==> src/rtl/draw_rect_ctl.sv <==
// Frame-synchronous position controller for draw_rect: the rectangle follows the
// pointer while the left button is held and falls under constant gravity once released.
module draw_rect_ctl #(
    parameter int SCREEN_W = 800,
    parameter int SCREEN_H = 600,
    parameter int RECT_W   = 60,
    parameter int RECT_L   = 90,
    parameter int INIT_X   = 0,
    parameter int INIT_Y   = 0,
    parameter int GRAVITY  = 1,
    parameter int VMAX     = 32
) (
    input  logic        pclk,
    input  logic        rst,
    input  logic        vblnk_in,
    input  logic [11:0] mouse_xpos,
    input  logic [11:0] mouse_ypos,
    input  logic        mouse_left,
    output logic [11:0] xpos,
    output logic [11:0] ypos,
    output logic [1:0]  state_out,
    output logic        frame_tick
);

    localparam logic [11:0] XMAX    = 12'(SCREEN_W - RECT_W);
    localparam logic [11:0] FLOOR_Y = 12'(SCREEN_H - RECT_L);
    localparam logic [11:0] INIT_XV = 12'(INIT_X);
    localparam logic [11:0] INIT_YV = 12'(INIT_Y);
    localparam logic [7:0]  GRAV_V  = 8'(GRAVITY);
    localparam logic [7:0]  VMAX_V  = 8'(VMAX);

    typedef enum logic [1:0] {
        ST_IDLE = 2'b00,
        ST_DRAG = 2'b01,
        ST_FALL = 2'b10,
        ST_BAD  = 2'b11
    } state_t;

    state_t      state, state_nxt;
    logic [11:0] x_nxt, y_nxt;
    logic [7:0]  vel, vel_nxt;
    logic        vblnk_d;
    logic        tick;
    logic [11:0] cx, cy;
    logic [8:0]  vsum;
    logic [7:0]  vn;
    logic [12:0] yn;

    assign tick      = vblnk_in & ~vblnk_d;
    assign state_out = state;

    // Pointer clamped so the whole rectangle stays on screen.
    always_comb begin
        cx = (mouse_xpos > XMAX)    ? XMAX    : mouse_xpos;
        cy = (mouse_ypos > FLOOR_Y) ? FLOOR_Y : mouse_ypos;
    end

    // One step of the fall; the extra bit on yn keeps the floor compare free of wrap.
    always_comb begin
        vsum = {1'b0, vel} + {1'b0, GRAV_V};
        vn   = (vsum > {1'b0, VMAX_V}) ? VMAX_V : vsum[7:0];
        yn   = {1'b0, ypos} + {5'b0, vn};
    end

    always_comb begin
        state_nxt = state;
        x_nxt     = xpos;
        y_nxt     = ypos;
        vel_nxt   = vel;
        case (state)
            ST_IDLE: begin
                if (tick && mouse_left) begin
                    state_nxt = ST_DRAG;
                    x_nxt     = cx;
                    y_nxt     = cy;
                end
            end
            ST_DRAG: begin
                if (tick) begin
                    if (mouse_left) begin
                        x_nxt = cx;
                        y_nxt = cy;
                    end else begin
                        state_nxt = ST_FALL;
                        vel_nxt   = 8'd0;
                    end
                end
            end
            ST_FALL: begin
                if (tick) begin
                    if (mouse_left) begin
                        state_nxt = ST_DRAG;
                        vel_nxt   = 8'd0;
                        x_nxt     = cx;
                        y_nxt     = cy;
                    end else if (yn >= {1'b0, FLOOR_Y}) begin
                        state_nxt = ST_IDLE;
                        vel_nxt   = 8'd0;
                        y_nxt     = FLOOR_Y;
                    end else begin
                        vel_nxt = vn;
                        y_nxt   = yn[11:0];
                    end
                end
            end
            default: begin
                // Illegal encoding recovers without waiting for a frame tick.
                state_nxt = ST_IDLE;
            end
        endcase
    end

    always_ff @(posedge pclk or posedge rst) begin
        if (rst) begin
            state      <= ST_IDLE;
            xpos       <= INIT_XV;
            ypos       <= INIT_YV;
            vel        <= 8'd0;
            vblnk_d    <= 1'b1;
            frame_tick <= 1'b0;
        end else begin
            state      <= state_nxt;
            xpos       <= x_nxt;
            ypos       <= y_nxt;
            vel        <= vel_nxt;
            vblnk_d    <= vblnk_in;
            frame_tick <= tick;
        end
    end

endmodule

==> config.mk <==
export PLATFORM = sky130hd
export DESIGN_NAME = draw_rect_ctl
export DESIGN_NICKNAME = d
export VERILOG_FILES = /design/src/rtl/draw_rect_ctl.sv
export SDC_FILE = /design/constraint.sdc
export NUM_CORES = 1
export LEC_CHECK = 0
export CORE_MARGIN = 3
export CORE_UTILIZATION = 32
export DETAILED_ROUTE_END_ITERATION = 8
export PLACE_DENSITY_LB_ADDON = 0.3
export SYNTH_ARGS = -nofsm -noshare
export SYNTH_HDL_FRONTEND = slang
export SYNTH_SLANG_ARGS = --single-unit
==> constraint.sdc <==
create_clock -name pclk -period 5.01 [get_ports pclk]
set_input_delay 0.7515 -clock pclk [delete_from_list [all_inputs] [get_ports pclk]]
set_output_delay 0.7515 -clock pclk [all_outputs]
set_load 0.02 [all_outputs]
==> out/results.tsv, run 1 <==
metric	value	unit
h-tree-depth	2	
startpoint_type	flop	
async_flop_share	1.00	
critical_path_class	flop to flop	
rows	30	
gp_congestion	0.857	
yosysTopAreaCellShare	0.379	
synthXorXnorAreaFrac	0.0379	
ys.flop_type	dfrtp_1	
irDropWorstVdd	0.000218	V
via_count	2071	
routed_wl	5.71	mm
slew_viol_final	0	
synth.most_common_cell	dfrtp_1	
cts_hold_buf	0	
synthAdderAreaFrac	0.0899	
setup_tns	0	ns
routedWlPerCell	14.0	microns
stdcell_area	3050	sq um
synthMuxAreaShare	0.0108	
core-area	6910	sq um
dp_hpwl	4.37	mm
max-cap-violations	0	
grt-ovfl-total	0	
min_path_type	flop to flop	
numPortBuffers	54	
crit_fanout	17	
synth_cell_types	52	
synthSimpleGateAreaFrac	0.179	
worst_slew_pin_slew	0.695	ns
synth_area	2310	sq um
max_freq	0.227	GHz
synth_commonest_cells	dfrtp_1, nand2_1, nor2_1	
die_w	91.0	microns
seq_area_frac_synth	0.391	
drc	0	
synth_area_leaders	dfrtp_1, ha_1, nand2_1	
dr.pass1.iters	4	
track_usage	0.145	
finalSetupViolations	0	
dieArea	8270	sq um
rsz0062_at_grt	no	
fin_crit	4.40	ns
ys_seq_elements	36	
cts.repair.resized	0	
placed_cell_area	2950	sq um
diodes	0	
p_per_area	491	nW/um^2
die_h	91.0	microns
finClkSkew	0.0120	ns
yosys_warnings	0	
placed_cells	400	
hold_viol	0	
final.period_utilization	0.878	
numCtsBuffers	5	
final_nets	355	
fin_cells	408	
slew_headroom	0.534	
synth_compound_area_frac	0.255	
worstSkewPairLatency	0.29	ns
drive_gt1_frac	0.0545	
cts.sinks	36	
crit_required	5.19	ns
initial_core_util	0.334	
avgViaCountPerCell	5.08	
antenna_left	0	
critPathArrivalTime	4.58	ns
synth_top_area_cell	dfrtp_1	
status	finished clean	
syn_area_per_cell	9.13	sq um
cts_setup_buffers	0	
clk_path_buf_depth	2	
cts_tree	yes	
area.growth.synth_to_final	31.9	%
cts_root_buf	clkbuf_8	
synth-edff-count	0	
drt_iter0_markers	138	
clkTransAtPathRegs	0.08	ns
grt_pass1_wl	9.76	mm
grt_start_max_net_pins	37	
p_leak	1.33	nW
pin_count	55	
cp-end-kind	flop	
final_core_util	0.441	
antenna_found_initial	0	
syn_inst	253	
synth_top_family_by_area	compound AO/OA/AOI/OAI gates	
first_global_vias	2100	
==> layer usage <==
metal  track usage  wire, microns
met4        0.0352             46
met5             0              0
met3        0.0414            381
met2         0.233           2630
met1         0.192           2650
==> power by group <==
part / switching [mW] / internal (mW) / leakage (nW)
logic: 0.475 / 0.374 / 0.835
clock network: 0.108 / 0.110 / 0.0510
registers: 0.0654 / 0.364 / 0.448
total: 0.648 / 0.849 / 1.33
==> sequential cells by signal (all words and copies together), names as in the netlist <==
| name | cells |
|---|---|
| state_out | 2 |
| vblnk_d | 1 |
| ypos | 12 |
| xpos | 12 |
| frame_tick | 1 |
| vel | 8 |
==> logic make-up (layout without fill, tap and decap cells) <==
kind of cell	count (synthesis)	after routing
other	1	2
AO/OA/AOI/OAI	81	81
AND/OR/NAND/NOR	88	88
multiplexers	2	2
flip-flops	36	36
buffers and inverters	19	77
XOR/XNOR	10	10
adder cells (fa/ha/maj)	16	16
==> metrics by stage <==
stage / hold WS [ns] / power [mW] / setup WS [ns]
final: 0.494 / 1.50 / 0.613
after global routing: 0.538 / 1.64 / 0.272
after CTS: 0.495 / 1.51 / 0.619
after detailed placement: 0.480 / 1.28 / 0.665
after global placement: 0.460 / 1.27 / 0.794
after floorplan: 0.478 / 1.01 / 1.23
==> path summary, 6_finish.rpt <==
kind	start	end	slack [ns]	cells after the start
setup / recovery	vel[0]$_DFFE_PP0P_	state_out[1]$_DFFE_PP0P_	0.61	16
setup reg to reg	vel[0]$_DFFE_PP0P_	state_out[1]$_DFFE_PP0P_	0.61	16
max in group asynchronous	rst	vblnk_d$_DFF_PP1_	3.80	3
hold reg to reg	xpos[9]$_DFFE_PP0P_	xpos[9]$_DFFE_PP0P_	0.49	2
min in group asynchronous	rst	ypos[8]$_DFFE_PP0P_	0.86	3
hold / removal	xpos[9]$_DFFE_PP0P_	xpos[9]$_DFFE_PP0P_	0.49	2
==> critical path, cell delays in order (launching register included) <==
cell       delay, ns
dfrtp_1         0.43
ha_1            0.28
nand2_1         0.10
or3_1           0.37
mux2i_1         0.20
nand3_1         0.29
nor2_1          0.19
ha_1            0.20
inv_1           0.06
fa_1            0.38
and2b_1         0.25
o22ai_1         0.10
xnor2_1         0.21
nand4_1         0.18
o2111ai_4       0.49
and2_4          0.25
mux2_4          0.29
==> layout by cell type (no fill, tap or decap), drive strengths merged, types with 3 or more instances in the layout <==
cell type and n:
inv 14, clkbuf 6, a22o 8, dfrtp 35
o22a 4, ha 15, xnor2 6, nor2b 3
nor3 4, xor2 4, a22oi 3, a21o 3
o22ai 10, nand2 29, nand4 4, o21a 3
nand3 6, o31ai 4, o21ai 18, nor2 23
or3 3, and2 8, a21oi 14, clkdlybuf4s50 54
==> cell type report <==
cell class              count  area (sq um)
repair buffers             55           548
clock inverters             2          10.0
clock buffers               6          82.6
multi-input cells         199          1330
inverters                  14          52.6
fillers                   698          3860
flip-flops and latches     36           902
well taps                  96           120
No activity file was read; power rests on OpenSTA's default activity.
==> inputs of run 2 (changes only) <==
Settings changed: CORE_UTILIZATION 32 to 31.
==> out/results.tsv, run 2 (synthesis gave the netlist of run 1 again) <==
metric	value	unit
final_common_cell	clkdlybuf4s50_1	
cts_tree	yes	
via_count	2070	
crit_slowest_cell	o2111ai_4	
slew_viol_final	0	
whs	0.493	ns
swShare	0.432	
path_cells	ha_1, nand2_1, or3_1, mux2i_1, nand3_1, nor2_1, ha_1, inv_1, fa_1, xnor2_1, nand2_1, nor4_1, nand4_1, o2111ai_4, and2_4, mux2_4	
irDropWorstVdd	0.000175	V
startpoint_type	flop	
seq_power_share	0.288	
max_freq	0.224	GHz
pwr-share-clk	0.141	
initial_core_util	0.329	
die_h	92.3	microns
cts.repair.resized	0	
crit_required	5.18	ns
clk_path_buf_depth	2	
fin_crit	4.46	ns
grt-ovfl-total	0	
first_global_vias	1998	
p_leak	1.33	nW
final_nets	355	
p_comb_frac	0.572	
area.growth.synth_to_final	31.8	%
track_usage	0.139	
routedWlPerCell	14.2	microns
p_switching	0.647	mW
critPathArrivalTime	4.63	ns
setup_tns	0	ns
routed_wl	5.79	mm
cts_setup_buffers	0	
most-common-layout-cells	clkdlybuf4s50_1, dfrtp_1, nand2_1	
hold_viol	0	
cp-end-kind	flop	
cts_hold_buf	0	
dr.pass1.iters	5	
slowest_delay	0.48	ns
dp_hpwl	4.53	mm
rows	30	
grt_pass1_wl	9.59	mm
top_regs	xpos x12, ypos x12, vel x8	
finalSetupViolations	0	
antenna_found_initial	0	
critPathTopFamily	simple AND/OR/NAND/NOR gates	
antenna_left	0	
cts.sinks	36	
die_w	92.3	microns
regToRegSetupSlack	0.55	ns
finClkSkew	0.0102	ns
p_per_area	493	nW/um^2
final.period_utilization	0.891	
slew_headroom	0.540	
cts_root_buf	clkbuf_8	
drt_iter0_markers	105	
drive_gt1_frac	0.0481	
avgViaCountPerCell	5.07	
grt_start_max_net_pins	37	
max-cap-violations	0	
critical_path_class	flop to flop	
core-area	7020	sq um
drc	0	
clkTransAtPathRegs	0.07	ns
critPathBufInv	1	
worstSkewPairLatency	0.28	ns
h-tree-depth	2	
gp_congestion	0.898	
numPortBuffers	54	
numCtsBuffers	5	
pin_count	55	
status	finished clean	
dieArea	8520	sq um
min_path_type	flop to flop	
crit_fanout	17	
power.internal	0.853	mW
diodes	0	
rsz0062_at_grt	no	
worst_slew_pin_slew	0.685	ns
-- run 2: worst paths after layout --
kind,end,from,cells after the start
max,state_out[1]$_DFFE_PP0P_,vel[0]$_DFFE_PP0P_,16
min,xpos[9]$_DFFE_PP0P_,xpos[9]$_DFFE_PP0P_,2
max reg2reg,state_out[1]$_DFFE_PP0P_,vel[0]$_DFFE_PP0P_,16
min reg2reg,xpos[9]$_DFFE_PP0P_,xpos[9]$_DFFE_PP0P_,2
max in group asynchronous,vblnk_d$_DFF_PP1_,rst,3
min in group asynchronous,ypos[7]$_DFFE_PP0P_,rst,3
-- run 2: per-stage QoR --
| step | cells | cell area [sq um] | utilization | setup slack (ns) | power (mW) |
|---|---|---|---|---|---|
| detailed placement | 400 | 2950 | 0.421 | 0.542 | 1.29 |
| floorplan | 254 | 2310 | - | 1.23 | 1.01 |
| finish | 408 | 3040 | 0.434 | 0.548 | 1.50 |
| global route | 408 | 3040 | 0.434 | 0.178 | 1.62 |
| global placement | 400 | 2950 | 0.421 | 0.773 | 1.28 |
| CTS | 408 | 3040 | 0.434 | 0.514 | 1.51 |
-- run 2: final cells by class --
type,count,area (sq um)
well taps,96,120
multi-input cells,199,1330
repair buffers,55,548
clock buffers,8,90.1
inverters,14,52.6
fillers,703,3980
flip-flops and latches,36,902
-- run 2: metal layers --
metal  GRT usage  vias up  part of all wire
met5           0        -                 0
met3      0.0422        2             0.081
met4      0.0334        0            0.0054
li1            -     1036                 -
met1       0.185      972              0.46
met2       0.222       60              0.45
-- run 2: power groups by stage --
stage | Sequential (mW) | Clock (mW) | Combinational (mW)
after global placement | 0.435 | 0 | 0.842
after CTS | 0.433 | 0.219 | 0.857
after global routing | 0.445 | 0.230 | 0.942
after detailed placement | 0.436 | 0 | 0.855
after floorplan | 0.504 | 0 | 0.508
final | 0.431 | 0.211 | 0.857
-- run 2: worst min-delay path: stages, from the launching register on --
cell	delay, ns
dfrtp_1	0.35
nand2_1	0.05
o21ai_0	0.06
